<file path="src/rtl/inst_encoder.sv">
// inst_encoder: packs decoded operation requests into RV32IMF instruction
// words. It range-checks immediates, tags each word with a sequential byte
// address and buffers {word, address} pairs in a DEPTH-entry FIFO.
//
// Handshakes (both ports): a transfer happens at a rising edge where
// valid && ready are both high. req_rdy depends only on registered FIFO
// occupancy, so it has no combinational path from inst_rdy. A request that
// fails encoding still completes its handshake but is dropped and sets err.
module inst_encoder #(
    parameter int          DEPTH     = 4,
    parameter logic [31:0] BASE_ADDR = 32'h0
) (
    input  logic        clk,
    input  logic        rst,
    input  logic        req_vld,
    output logic        req_rdy,
    input  logic [3:0]  req_op,
    input  logic [2:0]  req_funct3,
    input  logic [6:0]  req_funct7,
    input  logic [4:0]  req_rd,
    input  logic [4:0]  req_rs1,
    input  logic [4:0]  req_rs2,
    input  logic [31:0] req_imm,
    output logic        inst_vld,
    input  logic        inst_rdy,
    output logic [31:0] inst,
    output logic [31:0] inst_addr,
    output logic        err,
    output logic [15:0] enc_cnt
);

    localparam int AW = (DEPTH > 1) ? $clog2(DEPTH) : 1;
    localparam int CW = AW + 1;

    // Request class codes
    localparam logic [3:0] OP_R      = 4'd0;
    localparam logic [3:0] OP_IARITH = 4'd1;
    localparam logic [3:0] OP_ILD    = 4'd2;
    localparam logic [3:0] OP_JALR   = 4'd3;
    localparam logic [3:0] OP_S      = 4'd4;
    localparam logic [3:0] OP_B      = 4'd5;
    localparam logic [3:0] OP_J      = 4'd6;
    localparam logic [3:0] OP_LUI    = 4'd7;
    localparam logic [3:0] OP_AUIPC  = 4'd8;
    localparam logic [3:0] OP_FSW    = 4'd9;
    localparam logic [3:0] OP_FLW    = 4'd10;
    localparam logic [3:0] OP_RFLT   = 4'd11;

    // Major opcodes
    localparam logic [6:0] OPC_R      = 7'b0110011;
    localparam logic [6:0] OPC_IARITH = 7'b0010011;
    localparam logic [6:0] OPC_ILD    = 7'b0000011;
    localparam logic [6:0] OPC_JALR   = 7'b1100111;
    localparam logic [6:0] OPC_S      = 7'b0100011;
    localparam logic [6:0] OPC_B      = 7'b1100011;
    localparam logic [6:0] OPC_J      = 7'b1101111;
    localparam logic [6:0] OPC_LUI    = 7'b0110111;
    localparam logic [6:0] OPC_AUIPC  = 7'b0010111;
    localparam logic [6:0] OPC_FSW    = 7'b0100111;
    localparam logic [6:0] OPC_FLW    = 7'b0000111;
    localparam logic [6:0] OPC_RFLT   = 7'b1010011;

    logic [31:0]   mem_word [DEPTH];
    logic [31:0]   mem_addr [DEPTH];
    logic [AW-1:0] wr_ptr;
    logic [AW-1:0] rd_ptr;
    logic [CW-1:0] count;
    logic [31:0]   next_addr;

    logic [31:0] word;
    logic        enc_err;
    logic        fits_12;
    logic        fits_13;
    logic        fits_21;
    logic        accept;
    logic        push;
    logic        pop;

    // Immediate range checks: value must sign-extend from the given bit
    assign fits_12 = (req_imm[31:11] == {21{req_imm[11]}});
    assign fits_13 = (req_imm[31:12] == {20{req_imm[12]}});
    assign fits_21 = (req_imm[31:20] == {12{req_imm[20]}});

    assign req_rdy  = (count < CW'(DEPTH));
    assign inst_vld = (count != '0);
    assign inst     = mem_word[rd_ptr];
    assign inst_addr = mem_addr[rd_ptr];

    assign accept = req_vld && req_rdy;
    assign push   = accept && !enc_err;
    assign pop    = inst_vld && inst_rdy;

    // Encode the current request into a word and flag range/class errors
    always_comb begin
        word    = '0;
        enc_err = 1'b0;
        case (req_op)
            OP_R: begin
                word = {req_funct7, req_rs2, req_rs1, req_funct3, req_rd, OPC_R};
            end
            OP_IARITH: begin
                if (req_funct3 == 3'b001 || req_funct3 == 3'b101) begin
                    // Shift-immediates carry funct7 above a 5-bit shamt
                    word    = {req_funct7, req_imm[4:0], req_rs1, req_funct3, req_rd, OPC_IARITH};
                    enc_err = |req_imm[31:5];
                end else begin
                    word    = {req_imm[11:0], req_rs1, req_funct3, req_rd, OPC_IARITH};
                    enc_err = !fits_12;
                end
            end
            OP_ILD: begin
                word    = {req_imm[11:0], req_rs1, req_funct3, req_rd, OPC_ILD};
                enc_err = !fits_12;
            end
            OP_JALR: begin
                word    = {req_imm[11:0], req_rs1, req_funct3, req_rd, OPC_JALR};
                enc_err = !fits_12;
            end
            OP_S: begin
                word    = {req_imm[11:5], req_rs2, req_rs1, req_funct3, req_imm[4:0], OPC_S};
                enc_err = !fits_12;
            end
            OP_B: begin
                word    = {req_imm[12], req_imm[10:5], req_rs2, req_rs1, req_funct3,
                           req_imm[4:1], req_imm[11], OPC_B};
                enc_err = !fits_13 || req_imm[0];
            end
            OP_J: begin
                word    = {req_imm[20], req_imm[10:1], req_imm[11], req_imm[19:12], req_rd, OPC_J};
                enc_err = !fits_21 || req_imm[0];
            end
            OP_LUI: begin
                word    = {req_imm[31:12], req_rd, OPC_LUI};
                enc_err = |req_imm[11:0];
            end
            OP_AUIPC: begin
                word    = {req_imm[31:12], req_rd, OPC_AUIPC};
                enc_err = |req_imm[11:0];
            end
            OP_FSW: begin
                word    = {req_imm[11:5], req_rs2, req_rs1, 3'b010, req_imm[4:0], OPC_FSW};
                enc_err = !fits_12;
            end
            OP_FLW: begin
                word    = {req_imm[11:0], req_rs1, 3'b010, req_rd, OPC_FLW};
                enc_err = !fits_12;
            end
            OP_RFLT: begin
                word = {req_funct7, req_rs2, req_rs1, req_funct3, req_rd, OPC_RFLT};
            end
            default: begin
                enc_err = 1'b1;
            end
        endcase
    end

    // FIFO pointers, occupancy, address counter, error flag and word counter
    always_ff @(posedge clk) begin
        if (rst) begin
            wr_ptr    <= '0;
            rd_ptr    <= '0;
            count     <= '0;
            next_addr <= BASE_ADDR;
            err       <= 1'b0;
            enc_cnt   <= '0;
        end else begin
            if (push) begin
                wr_ptr    <= wr_ptr + AW'(1);
                next_addr <= next_addr + 32'd4;
                if (enc_cnt != 16'hFFFF) begin
                    enc_cnt <= enc_cnt + 16'd1;
                end
            end
            if (accept && enc_err) begin
                err <= 1'b1;
            end
            if (pop) begin
                rd_ptr <= rd_ptr + AW'(1);
            end
            case ({push, pop})
                2'b10:   count <= count + CW'(1);
                2'b01:   count <= count - CW'(1);
                default: count <= count;
            endcase
        end
    end

    // FIFO storage; contents are don't-care until written, so no reset
    always_ff @(posedge clk) begin
        if (push) begin
            mem_word[wr_ptr] <= word;
            mem_addr[wr_ptr] <= next_addr;
        end
    end

endmodule

</file>
<file path="config.mk">
export PLATFORM = sky130hd
export DESIGN_NAME = inst_encoder
export DESIGN_NICKNAME = d
export VERILOG_FILES = /design/src/rtl/inst_encoder.sv
export SDC_FILE = /design/constraint.sdc
export NUM_CORES = 1
export LEC_CHECK = 0
export ABC_AREA = 1
export BUFFER_PORTS_ARGS = -buffer_cell sky130_fd_sc_hd__buf_4
export CAP_MARGIN = 15
export CORE_MARGIN = 2
export CORE_UTILIZATION = 45
export CTS_CLUSTER_DIAMETER = 30
export DETAILED_ROUTE_END_ITERATION = 10
export PLACE_DENSITY = 0.6
export SYNTH_ARGS = -nofsm -noshare
export SYNTH_HDL_FRONTEND = slang
export SYNTH_SLANG_ARGS = --single-unit
</file>
<file path="constraint.sdc">
create_clock -name clk -period 5.1 [get_ports clk]
set_input_delay 0.51 -clock clk [delete_from_list [all_inputs] [get_ports clk]]
set_output_delay 0.51 -clock clk [all_outputs]
set_load 0.03 [all_outputs]
</file>
# ---- Word-level counts from Yosys, hierarchy flattened
# Memory sizes are Yosys's and may differ from the RTL's. A register that Yosys moved wholly into a read port is not among the register bits.
# Index checks and enable logic that the tools add are counted.
dict set report word_totals {
  regBits 56
  ramBits 256
  input_bits 65
  out_inout_bits 83
  wordCells 65
  memories 2
}
# name words width read_ports rd_ports_with_merged_regs write_ports line_no
set mem_list {}
lappend mem_list {mem_addr 4 32 1 1 1 64} ;# logic [31:0] mem_addr [DEPTH];
lappend mem_list {mem_word 4 32 1 1 1 63} ;# logic [31:0] mem_word [DEPTH];
dict set report classes {
  add_sub_neg 6
  n_lt_le_gt_ge 1
  eq_ne 19
  mux 11
  reduce_logical 20
}
# operator count
set op_table {}
lappend op_table {{$pmux W32 S12} 1}
lappend op_table {{$add A32 B3 Y32 const B} 1}
lappend op_table {{$mux W32} 1}
lappend op_table {{$reduce_or A27 Y1} 1}
lappend op_table {{$eq A20 B20 Y1} 1}
lappend op_table {{$eq A19 B19 Y1} 1}
lappend op_table {{$add A16 B1 Y16 const B} 1}
lappend op_table {{$eq A4 B3 Y1 const B} 4}
lappend op_table {{$eq A4 B4 Y1 const B} 4}
lappend op_table {{$ne A16 B16 Y1 const B} 1}
lappend op_table {{$reduce_or A12 Y1} 1}
lappend op_table {{$eq A11 B11 Y1} 1}
lappend op_table {{$eq A4 B2 Y1 const B} 2}
lappend op_table {{$mux W2} 4}
lappend op_table {{$pmux W1 S6} 1}
lappend op_table {{$pmux W3 S2} 1}
lappend op_table {{$reduce_or A5 Y1} 1}
lappend op_table {{$add A2 B1 Y2 const B} 2}
lappend op_table {{$eq A4 B1 Y1 const B} 1}
lappend op_table {{$logic_and A1 B1 Y1} 4}
lappend op_table {{$logic_not A1 Y1} 4}
lappend op_table {{$logic_not A4 Y1} 1}
lappend op_table {{$reduce_or A2 Y1} 2}
lappend op_table {{$add A3 B1 Y3 const B} 1}
lappend op_table {{other kinds (11)} 15}

# ---- Depth between registers and ports, before layout
dict set report logic_depth {
  depth_word 8
  depth_mapped 20
  depth_no_buf 19
}

# ---- Worst setup path before layout
# Ideal clock, no wire load.
dict set report synth_timing {
  path_type {input -> register}
  from {input port req_imm[12]}
  to {memory mem_addr[0][10] (enable)}
  setup_ns 0.480
  t_arrival_ns 4.253
  t_required_ns 4.620
  path_slack_ns 0.367
  cell_stages 13
  cell_sequence {inv_1 -> ha_1 -> inv_1 -> nor2_1 -> nand3_1 -> nor2_1 -> nand3_1 -> nand2_1 -> nand2_1 -> a21oi_2 -> nand3_1 -> buf_2 -> nor2_1}
}
dict set report synth_between {
  elab_chain_cells 8
}
# item line_no
set synth_rtl {}
lappend synth_rtl {{start: declaration} 23} ;# input logic [31:0] req_imm,
lappend synth_rtl {{$eq A20 B20 Y1 or $eq A19 B19 Y1 (tied branches)} {80, 81}}
lappend synth_rtl {{$logic_not A1 Y1 (on tied branches)} --}
lappend synth_rtl {{$mux W1 or $logic_or A1 B1 Y1 (tied branches)} {102, 126}}
lappend synth_rtl {{$pmux W1 S6 (*)} 97} ;# case (req_op)
lappend synth_rtl {{$logic_not A1 Y1 (*)} 90} ;# assign push = accept && !enc_err;
lappend synth_rtl {{$logic_and A1 B1 Y1 (*)} 90}
lappend synth_rtl {{$mux W1 (*)} 190} ;# if (push) begin
lappend synth_rtl {{$mux W1 (implied by the code) (*)} 192} ;# mem_addr[wr_ptr] <= next_addr;
lappend synth_rtl {{end: declaration} 64}
# Every way passes the cells marked *; elsewhere a longest branch is shown, timed or not.

==> qor.txt <==
Outcome: finished clean
GR Util All Layers: 22.1%
N_diodes: 0
Sw Share: 29.7%
Pwr Total: 0.00835 W
Synth Warn #: 0
Global-route wire length before repair: 54000 µm
Synth unique cells: 42
CP Capture Type: output port
Core Area: 29500 µm²
Initial core utilization: 45.3%
Post-synth ARST share: 0%
Avg Inst Size Synth: 10.2 µm²
Netlist Area Pre-Place: 13400 µm²
Crit path cell chain: clkinv_2 > buf_4 > o21ai_0 > o22ai_1 > buf_4
Final wirelength: 34400 µm
Worst slew margin: 32.7%
Clock transition at path regs: 0.05 ns
Final Wtd Congestion: 0.915
# H-tree levels: 2
Highest clock rate: 0.285 GHz
Nets: 1546
DR pass1 iterations: 5
Sequential share of power: 33.7%
Final ANT Viol Nets: 0
Clk buf depth: 3
RSZ-0062 raised after global routing: false
Sink Count: 300
GRT overflow: 0
Power density cells: 493 nW/µm²
Setup violations, final: 0
Post-synth EDFFs: 244
Synth area leaders: edfxtp_1 55%, dfxtp_1 8.4%, nor2_1 5.9%
Tcrit/Tclk final: 68.8%
PostCTS Resize Cnt: 0
Root Buffer: clkbuf_16
CTS tree: done
CP max-delay cell: buf_4
Final TNS setup: 0 ns
Slowest stage delay, CP: 0.77 ns
Sequential standard cell area: 8450 µm²
Final count of hold timing violations: 0
Vias: 10200
Max FO, Critical Path: 83
Hold_buf cts: 0
Inserted Clock Buffers: 59
Crit path kind: flip-flop to output port
Power Internal: 0.00587 W
Most frequent cells in the layout: 244 x edfxtp_1, 205 x nor2_1, 174 x nand2_1, 157 x buf_4, 152 x o21ai_0
Commonest non-fill, non-tap cell in the layout: edfxtp_1
LEAKAGE: 6.17 nW
Via density: 5.35
Vias in the first global route: 10000
Seq/Total Area, Yosys: 63.2%
Min Clock Period, post-route: 3.51 ns
Multi-input logic area: 4330 µm²
Area Growth Syn to Fin: 26.8%
Port bufs: 145
Worst-skew pair later-pin latency: 0.58 ns
WL per Instance: 18.0 µm
Flops & latches, synth: 300
Psw: 0.00248 W
Initial antenna violation count: 0
Postcts setup bufs: 0
Die area: 31100 µm²
Max Cap Viol: 0
Final Skew: 0.0162 ns
DR iter-0 viols: 736
Synth Instances: 1311
Die width: 176 µm
Hold WC Path Type: input pin to flip-flop
Share of layout cells above drive strength 1: 19.8%
Worst EP arrival: 3.00 ns
# IOs: 148
FILL cells: 2553
Combinational share of power: 19.0%
Cell Rows: 63
Die height: 176 µm
Top cell by count, worst path: buf_4
Req. time, crit path: 4.59 ns
Startpoint Class: flip-flop
Drc violations: 0
Top_reg_cell synth: edfxtp_1
Slew at the pin closest to its max-slew limit: 1.01 ns
Pins Over Slew Limit: 0
Pin count of the biggest net entering global routing: 97
Top-area cell type share of the netlist area: 54.8%
Yosys top cell by area: edfxtp_1
Maximum vdd drop: 279 µV
Clock power share: 47.3%
DP HPWL: 21900 µm
through the flow:
stage	utilization (%)	hold slack [ns]	cells	instance area, µm²	setup WS (ns)
3_3_place_gp	50.4	0.440	1801	14900	1.51
3_5_place_dp	50.4	0.453	1801	14900	1.45
4_1_cts	57.5	0.275	1912	16900	1.58
2_1_floorplan	-	0.436	1312	13400	0.367
6_report	57.5	0.287	1912	16900	1.59
5_1_grt	57.5	0.307	1912	16900	1.37
final cells by class:
cell class	count	share of cell area (%)
clock buffers	68	9.03
well taps	390	2.88
clock inverters	43	3.32
multi-input cells	854	25.5
inverters	98	2.18
repair buffers	159	7.19
flip-flops and latches	300	49.9
sequential cells by signal (all words and copies together), names as in the netlist, named ones only:
register / cells
mem_word: 124
mem_addr: 120
next_addr: 30
enc_cnt: 16
count: 3
rd_ptr: 2
wr_ptr: 2
err: 1
power by group through the flow:
stage	logic, W	clock network [W]	registers (W)
finish	0.00159	0.00394	0.00281
global route	0.00171	0.00412	0.00282
CTS	0.00160	0.00400	0.00281
detailed placement	0.00160	0	0.00286
global placement	0.00159	0	0.00286
floorplan	0.00102	0	0.00284
final timing paths:
path,from,to,slack [ns],depth (start not counted)
setup reg to reg,count[2]$_SDFFE_PP0P_,mem_addr[1][20]$_DFFE_PP_,2.78,5
hold / removal,req_imm[10],mem_word[3][30]$_DFFE_PP_,0.29,3
hold reg to reg,rd_ptr[1]$_SDFFE_PP0P_,flip-flop,0.46,2
setup / recovery,flip-flop,inst[20],1.59,5
cell usage after synthesis (all sizes together), types with 21 or more instances:
library cell and n:
a21oi 55, edfxtp 244, nand4 21, dfxtp 56
o22ai 63, nor3 29, nand3 63, clkbuf 47
nor2 213, xor2 25, o21ai 156, inv 98
nand2 179
per-layer routing:
metal / global-route usage [%] / up-vias / part of all wire (%)
met5: 0 / - / 0
met4: 6.47 / 0 / 2.1
met3: 4.59 / 54 / 6.8
met2: 34.8 / 320 / 45
met1: 31.2 / 4904 / 46
li1: - / 4952 / -
kinds of logic (layout without fill, tap and decap cells):
group	Yosys count	in the layout	share of synthesized area [%]
compound gates	294	294	12.1
xor+xnor	37	37	2.42
fa+ha+maj	9	9	0.899
buf+inv	158	368	4.83
flops	300	300	63.2
other cells	1	2	0.0281
simple gates	512	512	16.5
worst max-delay path: cells and delay by family, from the launching register on:
kind                   cells  cell delay [ns]
AOI/OAI and AO/OA          2             0.52
DFF                        1             0.43
buffers and inverters      3             1.44
Power figures use the tool's default switching activity.
